### config.mk
export PLATFORM = sky130hd
export DESIGN_NAME = y86_imem_loader_flat
export DESIGN_NICKNAME = d
export VERILOG_FILES = /design/src/rtl/y86_imem_loader_pkg.sv /design/src/rtl/y86_imem_loader_if.sv /design/src/rtl/y86_imem_loader.sv /design/src/flat_wrapper.sv
export SDC_FILE = /design/constraint.sdc
export NUM_CORES = 1
export LEC_CHECK = 0
export ABC_AREA = 1
export BUFFER_PORTS_ARGS = -buffer_cell sky130_fd_sc_hd__clkbuf_2
export CAP_MARGIN = 20
export CORE_MARGIN = 1
export CORE_UTILIZATION = 30
export CTS_CLUSTER_DIAMETER = 150
export DETAILED_ROUTE_END_ITERATION = 16
export GPL_TIMING_DRIVEN = 0
export SYNTH_ARGS = -nofsm -noshare
export SYNTH_HDL_FRONTEND = slang
export SYNTH_SLANG_ARGS = --single-unit
### constraint.sdc
create_clock -name clk -period 4.6 [get_ports clk]
set_input_delay 0 -clock clk [delete_from_list [all_inputs] [get_ports clk]]
set_output_delay 0 -clock clk [all_outputs]
set_load 0.01 [all_outputs]
### src/rtl/y86_imem_loader_pkg.sv
// -----------------------------------------------------------------------------
// y86_imem_loader_pkg
//  Shared definitions for the boot-time instruction memory loader:
//   - default memory geometry and frame start marker
//   - loader FSM state encoding
//   - frame_fits(): range check of a frame against the memory size
// -----------------------------------------------------------------------------
package y86_imem_loader_pkg;

   localparam int         MEM_BYTES_DEF = 1024;
   localparam int         ADDR_W_DEF    = 10;
   localparam logic [7:0] SYNC_BYTE_DEF = 8'hA5;

   typedef enum logic [3:0] {
      ST_IDLE,
      ST_B0,
      ST_B1,
      ST_L0,
      ST_L1,
      ST_DATA,
      ST_CSUM,
      ST_DONE,
      ST_ERR
   } loader_state_e;

   // base+len is formed in 17 bits so a large base cannot wrap past zero
   // and sneak under the limit.
   function automatic logic frame_fits(input logic [15:0] base,
                                       input logic [15:0] len,
                                       input logic [16:0] mem_bytes);
      logic [16:0] end_addr;
      end_addr = {1'b0, base} + {1'b0, len};
      return (end_addr <= mem_bytes);
   endfunction

endpackage

### src/rtl/y86_imem_loader_if.sv
// -----------------------------------------------------------------------------
// y86_imem_loader_if
//  Byte-stream input handshake plus instruction-memory write port of the
//  loader, bundled together.
//   in_valid  : stream byte valid            (master -> loader)
//   in_data   : stream byte                  (master -> loader)
//   in_ready  : loader accepts byte          (loader -> master)
//   mem_we    : one-byte write strobe        (loader -> memory)
//   mem_addr  : write address, ADDR_W bits   (loader -> memory)
//   mem_wdata : write data                   (loader -> memory)
//  modport slave  : the loader side
//  modport master : the host/stream side (also observes the write port)
// -----------------------------------------------------------------------------
interface y86_imem_loader_if
   import y86_imem_loader_pkg::*;
#(
   parameter int ADDR_W = ADDR_W_DEF
);
   logic              in_valid;
   logic [7:0]        in_data;
   logic              in_ready;
   logic              mem_we;
   logic [ADDR_W-1:0] mem_addr;
   logic [7:0]        mem_wdata;

   modport master (
      output in_valid,
      output in_data,
      input  in_ready,
      input  mem_we,
      input  mem_addr,
      input  mem_wdata
   );

   modport slave (
      input  in_valid,
      input  in_data,
      output in_ready,
      output mem_we,
      output mem_addr,
      output mem_wdata
   );
endinterface

### src/rtl/y86_imem_loader.sv
// -----------------------------------------------------------------------------
// y86_imem_loader
//  Boot-time program loader in front of the y86 fetch instruction memory.
//  Parses the frame  SYNC, BASE[7:0], BASE[15:8], LEN[7:0], LEN[15:8],
//  LEN payload bytes, CSUM (XOR of payload)  and writes the payload to
//  memory starting at BASE. The CPU is held in reset until a frame has
//  loaded with a good checksum.
//  Ports:
//   clk        : clock
//   rst_n      : synchronous active-low reset
//   bus        : slave side of y86_imem_loader_if (stream in, memory write out)
//   cpu_rst_n  : CPU reset, high only after a good load
//   load_done  : frame loaded, checksum good
//   load_err   : sticky frame error (range or checksum)
// -----------------------------------------------------------------------------
module y86_imem_loader
   import y86_imem_loader_pkg::*;
#(
   parameter int         MEM_BYTES = MEM_BYTES_DEF,
   parameter int         ADDR_W    = ADDR_W_DEF,
   parameter logic [7:0] SYNC_BYTE = SYNC_BYTE_DEF
)(
   input  logic             clk,
   input  logic             rst_n,
   y86_imem_loader_if.slave bus,
   output logic             cpu_rst_n,
   output logic             load_done,
   output logic             load_err
);

   localparam logic [16:0] MEM_BYTES_17 = 17'(MEM_BYTES);

   loader_state_e     state_q;
   logic [15:0]       base_q;
   logic [15:0]       len_q;
   logic [15:0]       idx_q;
   logic [7:0]        xor_q;
   logic              in_ready_q;
   logic              mem_we_q;
   logic [ADDR_W-1:0] mem_addr_q;
   logic [7:0]        mem_wdata_q;
   logic              run_q;        // drives both cpu_rst_n and load_done
   logic              load_err_q;

   logic              accept;
   logic              is_sync;
   logic              last_data;
   logic [15:0]       len_d;
   logic [ADDR_W-1:0] wr_addr_d;

   always_comb begin
      accept    = bus.in_valid & in_ready_q;
      is_sync   = (bus.in_data == SYNC_BYTE);
      len_d     = {bus.in_data, len_q[7:0]};
      last_data = (idx_q == (len_q - 16'd1));
      // Range check in L1 guarantees base+idx < MEM_BYTES, so the
      // truncated sum is the true address.
      wr_addr_d = base_q[ADDR_W-1:0] + idx_q[ADDR_W-1:0];
   end

   always_ff @(posedge clk) begin
      if (!rst_n) begin
         state_q     <= ST_IDLE;
         base_q      <= '0;
         len_q       <= '0;
         idx_q       <= '0;
         xor_q       <= '0;
         in_ready_q  <= 1'b0;
         mem_we_q    <= 1'b0;
         mem_addr_q  <= '0;
         mem_wdata_q <= '0;
         run_q       <= 1'b0;
         load_err_q  <= 1'b0;
      end else begin
         mem_we_q   <= 1'b0;
         in_ready_q <= (state_q != ST_ERR);
         // Rises one cycle after the state reaches DONE; the SYNC branch
         // below pulls it low immediately when a new frame starts.
         run_q      <= (state_q == ST_DONE);

         if (accept) begin
            case (state_q)
               ST_IDLE: begin
                  if (is_sync) begin
                     state_q <= ST_B0;
                     xor_q   <= '0;
                  end
               end
               ST_B0: begin
                  base_q[7:0] <= bus.in_data;
                  state_q     <= ST_B1;
               end
               ST_B1: begin
                  base_q[15:8] <= bus.in_data;
                  state_q      <= ST_L0;
               end
               ST_L0: begin
                  len_q[7:0] <= bus.in_data;
                  state_q    <= ST_L1;
               end
               ST_L1: begin
                  len_q <= len_d;
                  idx_q <= '0;
                  if (!frame_fits(base_q, len_d, MEM_BYTES_17)) begin
                     state_q    <= ST_ERR;
                     load_err_q <= 1'b1;
                     in_ready_q <= 1'b0;
                  end else if (len_d == 16'd0) begin
                     state_q <= ST_CSUM;
                  end else begin
                     state_q <= ST_DATA;
                  end
               end
               ST_DATA: begin
                  mem_we_q    <= 1'b1;
                  mem_addr_q  <= wr_addr_d;
                  mem_wdata_q <= bus.in_data;
                  // Folded in here so it is already current when CSUM
                  // arrives on the very next cycle.
                  xor_q       <= xor_q ^ bus.in_data;
                  idx_q       <= idx_q + 16'd1;
                  if (last_data) begin
                     state_q <= ST_CSUM;
                  end
               end
               ST_CSUM: begin
                  if (bus.in_data == xor_q) begin
                     state_q <= ST_DONE;
                  end else begin
                     state_q    <= ST_ERR;
                     load_err_q <= 1'b1;
                     in_ready_q <= 1'b0;
                  end
               end
               ST_DONE: begin
                  if (is_sync) begin
                     state_q <= ST_B0;
                     xor_q   <= '0;
                     run_q   <= 1'b0;
                  end
               end
               default: begin
                  // ST_ERR never accepts (in_ready is low); held until reset.
               end
            endcase
         end
      end
   end

   assign bus.in_ready  = in_ready_q;
   assign bus.mem_we    = mem_we_q;
   assign bus.mem_addr  = mem_addr_q;
   assign bus.mem_wdata = mem_wdata_q;
   assign cpu_rst_n     = run_q;
   assign load_done     = run_q;
   assign load_err      = load_err_q;

endmodule

### src/flat_wrapper.sv
// flat-port wrapper written by rule: the top's interface ports become plain ports
module y86_imem_loader_flat import y86_imem_loader_pkg::*;
#(
   parameter int         MEM_BYTES = MEM_BYTES_DEF,
   parameter int         ADDR_W    = ADDR_W_DEF,
   parameter logic [7:0] SYNC_BYTE = SYNC_BYTE_DEF
)
  (clk, rst_n, cpu_rst_n, load_done, load_err, bus_in_valid, bus_in_data, bus_in_ready, bus_mem_we, bus_mem_addr, bus_mem_wdata);
  y86_imem_loader_if #(.ADDR_W(ADDR_W)) bus_i ();
  input  logic clk;
  input  logic rst_n;
  output logic cpu_rst_n;
  output logic load_done;
  output logic load_err;
  input wire logic [$bits(bus_i.in_valid)-1:0] bus_in_valid;
  input wire logic [$bits(bus_i.in_data)-1:0] bus_in_data;
  output wire logic [$bits(bus_i.in_ready)-1:0] bus_in_ready;
  output wire logic [$bits(bus_i.mem_we)-1:0] bus_mem_we;
  output wire logic [$bits(bus_i.mem_addr)-1:0] bus_mem_addr;
  output wire logic [$bits(bus_i.mem_wdata)-1:0] bus_mem_wdata;
  assign bus_i.in_valid = bus_in_valid;
  assign bus_i.in_data = bus_in_data;
  assign bus_in_ready = bus_i.in_ready;
  assign bus_mem_we = bus_i.mem_we;
  assign bus_mem_addr = bus_i.mem_addr;
  assign bus_mem_wdata = bus_i.mem_wdata;
  y86_imem_loader #(.MEM_BYTES(MEM_BYTES), .ADDR_W(ADDR_W), .SYNC_BYTE(SYNC_BYTE)) u_core (.clk(clk), .rst_n(rst_n), .bus(bus_i), .cpu_rst_n(cpu_rst_n), .load_done(load_done), .load_err(load_err));
endmodule
* Word-level counts from Yosys, hierarchy flattened *
Index checks and enable logic that the tools add are counted.

operators by class
  add/sub/neg operators = 4
  equal/unequal tests = 15
  muxes and demuxes = 20
  reduce and logical (&&, ||, !) cells = 17
  bitwise operators = 2
  magnitude comparators = 1

operator list
  kind                                                    count
  one-hot mux 16 bit (2 select lines)                     1
  one-hot mux 4 bit (7 select lines)                      1
  adder 16 x 16 -> 17 bit                                 1
  <= comparator 17 x 11 -> 1 bit (second input constant)  1
  adder 16 x 1 -> 16 bit (second input constant)          1
  == test 16 bit                                          1
  == test 4 x 3 -> 1 bit (second input constant)          4
  zero test 16 bit                                        1
  2-to-1 mux 4 bit                                        4
  one-hot mux 8 bit (2 select lines)                      1
  subtractor 16 x 1 -> 16 bit (second input constant)     1
  AND reduction 2 bit                                     7
  adder 10 bit                                            1
  2-to-1 mux 1 bit                                        9
  == test 4 x 2 -> 1 bit (second input constant)          2
  == test 8 bit                                           1
  == test 8 bit (second input constant)                   1
  2-to-1 mux 8 bit                                        1
  AND reduction 4 bit                                     2
  XOR 8 bit                                               1
  nonzero test 7 bit                                      1
  nonzero test 2 bit                                      3
  == test 4 x 1 -> 1 bit (second input constant)          1
  zero test 4 bit                                         1
  other kinds (8)                                         11

storage, ports and cells
  output and inout bits = 23
  register bits after elaboration = 82

* Longest topological paths before layout *
Gate-level depths: netlist (run 1).

  word-level depth = 5
  gate-level depth with buffers = 17
  depth with buffers taken out = 17

* Least setup slack after synthesis (run 1) *
No wires, ideal clock.

  path type = register to register
  start = reg u_core.len_q[0]
  end = reg u_core.state_q[1]
  arrival time = 2.071 ns
  data required time = 4.530 ns
  cell stages (with the launch flop) = 14
  path buffers = 0
  slack = 2.459 ns
  library setup time = 0.070 ns
  path through = dfxtp_1 > ha_1 > fa_1 > or2_1 > nor2_1 > nand2_1 > nor2_1 > nand2_1 > nor2_1 > nand4_1 > nand2_1 > nand3_1 > or2_0 > a21oi_1

on the way
  longest elaborated chain between the ends = 4
  elaborated cells on any way between the ends = 10
  classes of those cells = 2 x add/sub; 1 x order compare; 2 x eq/ne; 3 x mux; 2 x reduce/logical

RTL lines
  what                                                                       line                       source
  from (decl)                                                                y86_imem_loader.sv:35      logic [15:0] len_q;
  from (signal assigned)                                                     y86_imem_loader.sv:98      len_q[7:0] <= bus.in_data;
  from (signal assigned)                                                     y86_imem_loader.sv:102     len_q <= len_d;
  adder 16 x 16 -> 17 bit, or another cell as far along                      y86_imem_loader_pkg.sv:32  end_addr = {1'b0, base} + {1'b0, len};
  <= comparator 17 x 11 -> 1 bit, or another cell as far along               y86_imem_loader_pkg.sv:33  return (end_addr <= mem_bytes);
  2-to-1 mux 4 bit or inequality test 2 x 1 -> 1 bit (tied branches)         --
  one-hot mux 4 bit (7 select lines) or AND reduction 4 bit (tied branches)  --
  to (signal assigned)                                                       y86_imem_loader.sv:85      state_q <= ST_B0;
  to (signal assigned)                                                       y86_imem_loader.sv:105     state_q <= ST_ERR;
  to (signal assigned)                                                       y86_imem_loader.sv:109     state_q <= ST_CSUM;
  to (decl)                                                                  y86_imem_loader.sv:33      loader_state_e state_q;

Parallel ways exist; a longest one is shown, timed or not.
A chain may end at the register's enable or synchronous reset.

* Final worst setup path (run 1) *
  start = reg u_core.base_q[0]
  end = reg u_core.state_q[1]

on the way
  longest elaborated chain between the ends = 4

RTL lines
  what                                line                       source
  from (decl)                         y86_imem_loader.sv:34      logic [15:0] base_q;
  from (signal assigned)              y86_imem_loader.sv:90      base_q[7:0] <= bus.in_data;
  adder 16 x 16 -> 17 bit             y86_imem_loader_pkg.sv:32
  <= comparator 17 x 11 -> 1 bit      y86_imem_loader_pkg.sv:33
  2-to-1 mux 4 bit                    y86_imem_loader.sv:104     if (!frame_fits(base_q, len_d, MEM_BYTES_17)) begin
  one-hot mux 4 bit (7 select lines)  y86_imem_loader.sv:82      case (state_q)

Every way passes these cells.

==> flow_summary_export.csv, run 1 <==
group,metric,value,unit
status,outcome,"complete, no violations",
synth,synth_edf_count,0,
clock_tree,root_buffer,"sky130_fd_sc_hd__clkbuf_16",
final_layout,postLayoutCoreUtil,0.352,
floorplan,placementRows,48,
clock_tree,cts_htree_levels,3,
power,fin_total_pwr,0.00153,W
final_layout,syn2layout_area_growth,14.0,%
floorplan,die_y,136,µm
floorplan,fp.coreArea,17400,µm²
timing,setup_repair_after_global_routing_missed_its_margin,"no",
clock_tree,post-cts-setup-buffer-count,0,
worst_setup_path,setup.worst_path.end_class,"flop",
routing,antenna_left,0,
worst_hold_path,holdCritPathClass,"input port to flop",
routing,drt_initial_violations,391,
worst_setup_path,required,4.88,ns
timing,finClkSkew,0.00751,ns
worst_setup_path,path_delay_family,"simple AND/OR/NAND/NOR gates",
final_layout,fillerInstances,1929,
power,vdd.ir_drop.worst,182,µV
routing,route.detailed.drc,0,
timing,worst_hold_slack,0.0569,ns
placement,detailedPlacementHpwl,11.3,mm
floorplan,floorplan.die.width,136,µm
routing,routed_wirelength,14.6,mm
synth,ys.flop_type,"sky130_fd_sc_hd__dfxtp_1",
synth,synth-async-reset-ratio,0,
synth,synth_common_cells,"sky130_fd_sc_hd__nand2_1 (200), sky130_fd_sc_hd__inv_1 (100), sky130_fd_sc_hd__a21oi_1 (83), sky130_fd_sc_hd__dfxtp_1 (82), sky130_fd_sc_hd__nor2_1 (67)",
timing,hold_viol,0,
worst_setup_path,worstReg2RegStart,"u_core.base_q[0]",
global_route,first_global_vias,4699,
final_layout,fraction_of_final_layout_cells_with_drive_strength_greater_than_1,0.113,
global_route,grt_start_max_net_pins,15,
timing,max_freq,0.399,GHz
clock_tree,tritoncts.num_buffers,9,
clock_tree,clk-insertion-delay-late,0.35,ns
timing,slew_violations,0,
synth,synthDominantCellAreaShare,0.306,
timing,max_slew.worst_pin.slew,0.721,ns
worst_setup_path,timing_worst_setup_path_type,"flop to flop",
placement,globalplace.congestion,0.818,
timing,timing.final.crit_share,0.545,
synth,postSynthNetCount,849,
synth,yosys.area.top_type,"sky130_fd_sc_hd__dfxtp_1",
timing,setup_viol_count_final,0,
worst_setup_path,critical_path_peak_fanout,4,
synth,count_of_warnings_emitted_by_yosys,0,
synth,ys_ff_latch,82,
placement,pre_cts_ws,2.11,ns
power,power.static_leakage,2.84,nW
floorplan,start_util,0.308,
final_layout,layout_nets,893,
worst_setup_path,critical-path-slowest-cell,"sky130_fd_sc_hd__fa_1",
synth,synth.most_common_cell,"sky130_fd_sc_hd__nand2_1",
synth,synth_cells,809,
worst_setup_path,max_stage_delay,0.43,ns
global_route,gr-total-overflow,0,
global_route,globalRouteTotalUtil,0.168,
global_route,grt_antenna_before_repair,0,
routing,wire_per_inst,13.5,µm
clock_tree,path_clk_slew,0.06,ns
worst_setup_path,cp_num_buf_inv,0,
placement,port_buffers,33,
timing,worst_slack,2.09,ns
synth,register_area_share_after_synthesis,0.306,
floorplan,die_area,18400,µm²
run,maxCapViolations,0,
worst_setup_path,critical_path.cell_chain,"ha_1 > fa_1 > or2_1 > nor2_1 > nand2_1 > nor2_1 > nand2_1 > nor2_1 > nand4_1 > nand2_1 > nand3_1 > or2_0 > a21oi_1",
synth,netlist_top_cells_area,"sky130_fd_sc_hd__dfxtp_1 (31%), sky130_fd_sc_hd__nand2_1 (14%), sky130_fd_sc_hd__a21oi_1 (7.7%)",
timing,max_slew_margin,0.519,
routing,detailroute.via_count,5132,
clock_tree,tritoncts,"done",
power,pwr_density_cell,249,nW/µm²
clock_tree,post_cts.resized_instances,0,
routing,drtPass1Iterations,5,
worst_setup_path,cp-start-kind,"flop",
worst_setup_path,worst-endpoint-arrival,2.79,ns
clock_tree,numClockSinks,82,
clock_tree,cts-root-to-sink-buffers,2,
routing,detail_route.vias_per_cell,4.74,
floorplan,io_pins,34,
worst_hold_path,hold_path_start,"bus_in_data[5]",
synth,netlist_area,5370,µm²
timing,finalWorstPathRequiredPeriod,2.51,ns
synth,syn-mean-instance-area,6.64,µm²
synth,netlist-cell-type-count,46,
clock_tree,cts_hold_buffers,0,
timing,tns,0,ns
final_layout,num_antenna_cells,0,
global_route,grt_pass1_wl,24.0,mm
worst_setup_path,worst_setup_path_startpoint,"u_core.base_q[0]",
layout by cell type, fill, tap and decap left out, types with 3 or more instances in the layout:
cell / n
sky130_fd_sc_hd__nor2_1: 67
sky130_fd_sc_hd__xnor2_1: 8
sky130_fd_sc_hd__nand4_1: 9
sky130_fd_sc_hd__nor4_1: 4
sky130_fd_sc_hd__clkinvlp_4: 3
sky130_fd_sc_hd__nand3b_1: 5
sky130_fd_sc_hd__nor3_1: 7
sky130_fd_sc_hd__clkbuf_1: 15
sky130_fd_sc_hd__clkbuf_2: 33
sky130_fd_sc_hd__buf_2: 4
sky130_fd_sc_hd__clkbuf_16: 9
sky130_fd_sc_hd__inv_1: 100
sky130_fd_sc_hd__o21ai_0: 47
sky130_fd_sc_hd__nor2_2: 12
sky130_fd_sc_hd__nand2_1: 200
sky130_fd_sc_hd__nand3_1: 46
sky130_fd_sc_hd__ha_1: 27
sky130_fd_sc_hd__nand3_2: 5
sky130_fd_sc_hd__a21oi_1: 83
sky130_fd_sc_hd__inv_2: 8
sky130_fd_sc_hd__nor3_2: 3
sky130_fd_sc_hd__clkinv_1: 4
sky130_fd_sc_hd__xor2_1: 35
sky130_fd_sc_hd__dfxtp_1: 82
sky130_fd_sc_hd__nand2_2: 7
cell type report:
class / count / area (µm²) / share of cell area
timing repair buffer: 33 / 165 / 0.0270
inverter: 112 / 420 / 0.0687
clock inverter: 6 / 66.3 / 0.0108
buffer: 20 / 83.8 / 0.0137
clock buffer: 10 / 239 / 0.0390
sequential: 82 / 1640 / 0.268
multi-input combinational: 595 / 3230 / 0.527
tap: 225 / 282 / 0.0460
routing by layer:
metal	wire, µm	global-route usage	vias to the layer above
li1	-	-	2701
met1	7230	0.229	2323
met2	6640	0.274	91
met3	595	0.0309	17
met4	172	0.0375	0
met5	0	0	-
flip-flops by register name, summed over array words and instances, names as in the netlist, 4 cells and up:
| register | cells |
|---|---|
| u_core.bus.mem_addr | 10 |
| u_core.bus.mem_wdata | 8 |
| u_core.state_q | 4 |
| u_core.len_q | 16 |
| u_core.base_q | 16 |
| u_core.xor_q | 8 |
| u_core.idx_q | 16 |
worst reg2reg max path: cells and delay by family, from the launching register on:
family / cells / cell delay, ns
AND/OR/NAND/NOR: 10 / 1.22
adder cells (fa/ha/maj): 2 / 0.71
flip-flops: 1 / 0.38
AO/OA/AOI/OAI: 1 / 0.12
logic make-up (layout without fill, tap and decap cells):
kind of cell,after synthesis,in the layout,share of synthesized area
buffers and inverters,132,181,0.0939
xor gates and xnor gates,43,43,0.0701
DFF,82,82,0.306
adders and majority gates,29,29,0.0703
AOI/OAI and AO/OA,145,145,0.143
and+or+nand+nor,378,378,0.317
where the power goes:
part	total (W)	internal [W]	switching, W	leakage (nW)
Combinational	0.0000688	0.0000171	0.0000517	2.04
Clock	0.000746	0.000435	0.000311	0.141
Sequential	0.000711	0.000710	0.000000494	0.660
Total	0.00153	0.00116	0.000363	2.84
worst paths after layout:
check                           slack (ns)                 to  cells past startpoint
worst min register to register        0.46    u_core.load_err                      2
worst min-delay path                  0.06   u_core.base_q[5]                      3
worst max-delay path                  2.09  u_core.state_q[1]                     13
worst max register to register        2.09  u_core.state_q[1]                     13
through the flow:
stage | cells | instance area (µm²)
2_1_floorplan | 809 | 5370
3_3_place_gp | 1067 | 5820
3_5_place_dp | 1067 | 5820
4_1_cts | 1083 | 6120
5_1_grt | 1083 | 6120
6_report | 1083 | 6120
No activity file was read; power rests on OpenSTA's default activity.
==> inputs of run 2 (changes only) <==
Clock period 4.6 ns to 2.5 ns, I/O delays scaled along.
==> run 2 against run 1 <==
Global-route usage barely moved. Utilization is 0.32 points higher. Count of clock-buffer cells in the layout unchanged. Final cell count about the same. Cell area is 0.90% higher. Critical path depth shrank 1. Clock power is 84% higher. Critical endpoint unchanged.
==> flow_summary_export.csv, run 2 (synthesis gave the netlist of run 1 again) <==
group,metric,value,unit
final_layout,top_regs,"u_core.base_q: 16 flops, u_core.idx_q: 16 flops, u_core.len_q: 16 flops",
timing,max_freq,0.429,GHz
worst_setup_path,worstReg2RegStart,"u_core.base_q[1]",
timing,worst_hold_slack,0.0604,ns
power,intPower,0.00214,W
floorplan,fp.coreArea,17400,µm²
final_layout,layout_commonest_cell,"sky130_fd_sc_hd__nand2_1",
routing,detail_route.vias_per_cell,4.76,
timing,hold_viol,0,
power,vdd.ir_drop.worst,337,µV
placement,detailedPlacementHpwl,11.3,mm
routing,drtPass1Iterations,5,
power,fin_total_pwr,0.00281,W
power,switching_share,0.238,
floorplan,placementRows,48,
clock_tree,cts_hold_buffers,0,
clock_tree,root_buffer,"sky130_fd_sc_hd__clkbuf_16",
global_route,grt_pass1_wl,24.0,mm
global_route,gr-total-overflow,0,
timing,timing.final.crit_share,0.933,
global_route,grt_start_max_net_pins,15,
global_route,grt_antenna_before_repair,0,
status,outcome,"complete, no violations",
power,p_sw,0.000669,W
worst_hold_path,holdPathEnd,"u_core.len_q[7]",
worst_setup_path,timing.reg2reg.worst_path_depth,12,
timing,slew_violations,0,
final_layout,fraction_of_final_layout_cells_with_drive_strength_greater_than_1,0.126,
placement,globalplace.congestion,0.818,
timing,setup_viol_count_final,0,
routing,wirelength_met1,7.21,mm
timing,max_slew.worst_pin.slew,0.713,ns
floorplan,io_pins,34,
routing,met2WireLength,6.75,mm
final_layout,layout_nets,894,
clock_tree,path_clk_slew,0.06,ns
placement,port_buffers,33,
clock_tree,numClockSinks,82,
routing,routed_wirelength,14.8,mm
global_route,globalRouteTotalUtil,0.169,
worst_setup_path,ff2ff_setup_slack,0.17,ns
routing,detailroute.via_count,5157,
timing,max_slew_margin,0.525,
worst_setup_path,worst-endpoint-arrival,2.61,ns
routing,antenna_left,0,
worst_setup_path,r2r_end,"u_core.state_q[1]",
worst_setup_path,cp-start-kind,"flop",
worst_setup_path,required,2.78,ns
worst_setup_path,critical_path_peak_fanout,5,
power,share_clk_of_total_power,0.489,
routing,route.detailed.drc,0,
floorplan,die_area,18400,µm²
worst_hold_path,hold_path_start,"bus_in_data[7]",
floorplan,floorplan.die.width,136,µm
final_layout,num_antenna_cells,0,
worst_setup_path,timing_worst_setup_path_type,"flop to flop",
global_route,first_global_vias,4708,
timing,finClkSkew,0.00596,ns
final_layout,postLayoutCoreUtil,0.355,
final_layout,fillerInstances,1919,
routing,drt_initial_violations,416,
routing,wire_per_inst,13.6,µm
clock_tree,clk-insertion-delay-late,0.35,ns
routing,met3_length,666,µm
final_layout,syn2layout_area_growth,15.0,%
power,power.static_leakage,2.84,nW
worst_setup_path,setup.worst_path.end_class,"flop",
floorplan,die_y,136,µm
clock_tree,tritoncts,"done",
worst_hold_path,worst_hold_path.num_cells,3,
routing,topmost_layer_with_routed_signal_wires,"met4",
timing,finalWorstPathRequiredPeriod,2.33,ns
clock_tree,cts_htree_levels,3,
worst_hold_path,holdCritPathClass,"input port to flop",
power,share_seq_of_total_power,0.465,
final_layout,layout.cells.most_common_list,"sky130_fd_sc_hd__nand2_1 (198), sky130_fd_sc_hd__inv_1 (100), sky130_fd_sc_hd__a21oi_1 (83)",
clock_tree,cts-root-to-sink-buffers,2,
power,pwr_density_cell,454,nW/µm²
run,maxCapViolations,0,
power,share_comb_of_total_power,0.046,
clock_tree,tritoncts.num_buffers,9,
floorplan,start_util,0.308,
-- run 2: cell count changes in the layout (fill, tap and decap cells not counted), sizes merged --
cell  delta
buf      +1
-- run 2: how the worst max path moves through the flow --
stage / from / end / slack [ns] / cells after the start
floorplan: u_core.len_q[0] / u_core.state_q[1] / 0.36 / 13
global route: u_core.base_q[1] / u_core.state_q[1] / -0.01 / 12
detailed placement: u_core.base_q[0] / u_core.state_q[1] / 0.009 / 13
global placement: u_core.base_q[0] / u_core.state_q[1] / 0.003 / 13
CTS: u_core.base_q[0] / u_core.state_q[1] / 0.04 / 13
finish: u_core.base_q[1] / u_core.state_q[1] / 0.17 / 12
-- run 2: critical path: stages, from the launching register on --
cell and delay (ns):
sky130_fd_sc_hd__dfxtp_1 0.47, sky130_fd_sc_hd__fa_2 0.48, sky130_fd_sc_hd__or2_1 0.24, sky130_fd_sc_hd__nor2_1 0.10
sky130_fd_sc_hd__nand2_1 0.06, sky130_fd_sc_hd__nor2_1 0.08, sky130_fd_sc_hd__nand2_1 0.06, sky130_fd_sc_hd__nor2_1 0.10
sky130_fd_sc_hd__nand4_1 0.11, sky130_fd_sc_hd__nand2_2 0.10, sky130_fd_sc_hd__nand3_2 0.10, sky130_fd_sc_hd__or2_0 0.25
sky130_fd_sc_hd__a21oi_1 0.12
-- run 2: power groups by stage --
stage | sequential, W | combinational (W) | clock (W)
2_1_floorplan | 0.00134 | 0.0000696 | 0
5_1_grt | 0.00131 | 0.000142 | 0.00145
3_5_place_dp | 0.00134 | 0.000127 | 0
3_3_place_gp | 0.00134 | 0.000126 | 0
4_1_cts | 0.00131 | 0.000127 | 0.00139
6_report | 0.00131 | 0.000129 | 0.00137
-- run 2: layer usage --
metal  up-vias  global-route usage
met3        15              0.0309
li1       2705                   -
met4         0              0.0375
met2       106               0.275
met5         -                   0
met1      2331               0.229
-- run 2: timing repair --
item	4_1_cts	5_1_grt
pin swaps	0	6
resized for setup	1	14
setup endpoints to repair	1	7
buffers inserted	0	1
-- run 2: stage by stage --
| step | worst slack [ns] | std cells | setup TNS (ns) | cell area [µm²] |
|---|---|---|---|---|
| after floorplan | 0.359 | 809 | 0 | 5370 |
| after global placement | 0.00332 | 1067 | 0 | 5820 |
| after detailed placement | 0.00924 | 1067 | 0 | 5820 |
| after CTS | 0.0363 | 1083 | 0 | 6130 |
| after global routing | -0.0130 | 1084 | -0.0136 | 6180 |
| final | 0.169 | 1084 | 0 | 6180 |
-- run 2: final cells by class --
cell class | instances | area [µm²] | share of cell area
clock inverter | 6 | 66.3 | 0.0107
clock buffer | 10 | 239 | 0.0387
tap | 225 | 282 | 0.0456
sequential | 82 | 1650 | 0.267
buffer | 20 | 83.8 | 0.0136
inverter | 112 | 420 | 0.0680
multi-input combinational | 595 | 3260 | 0.528
timing repair buffer | 34 | 173 | 0.0279
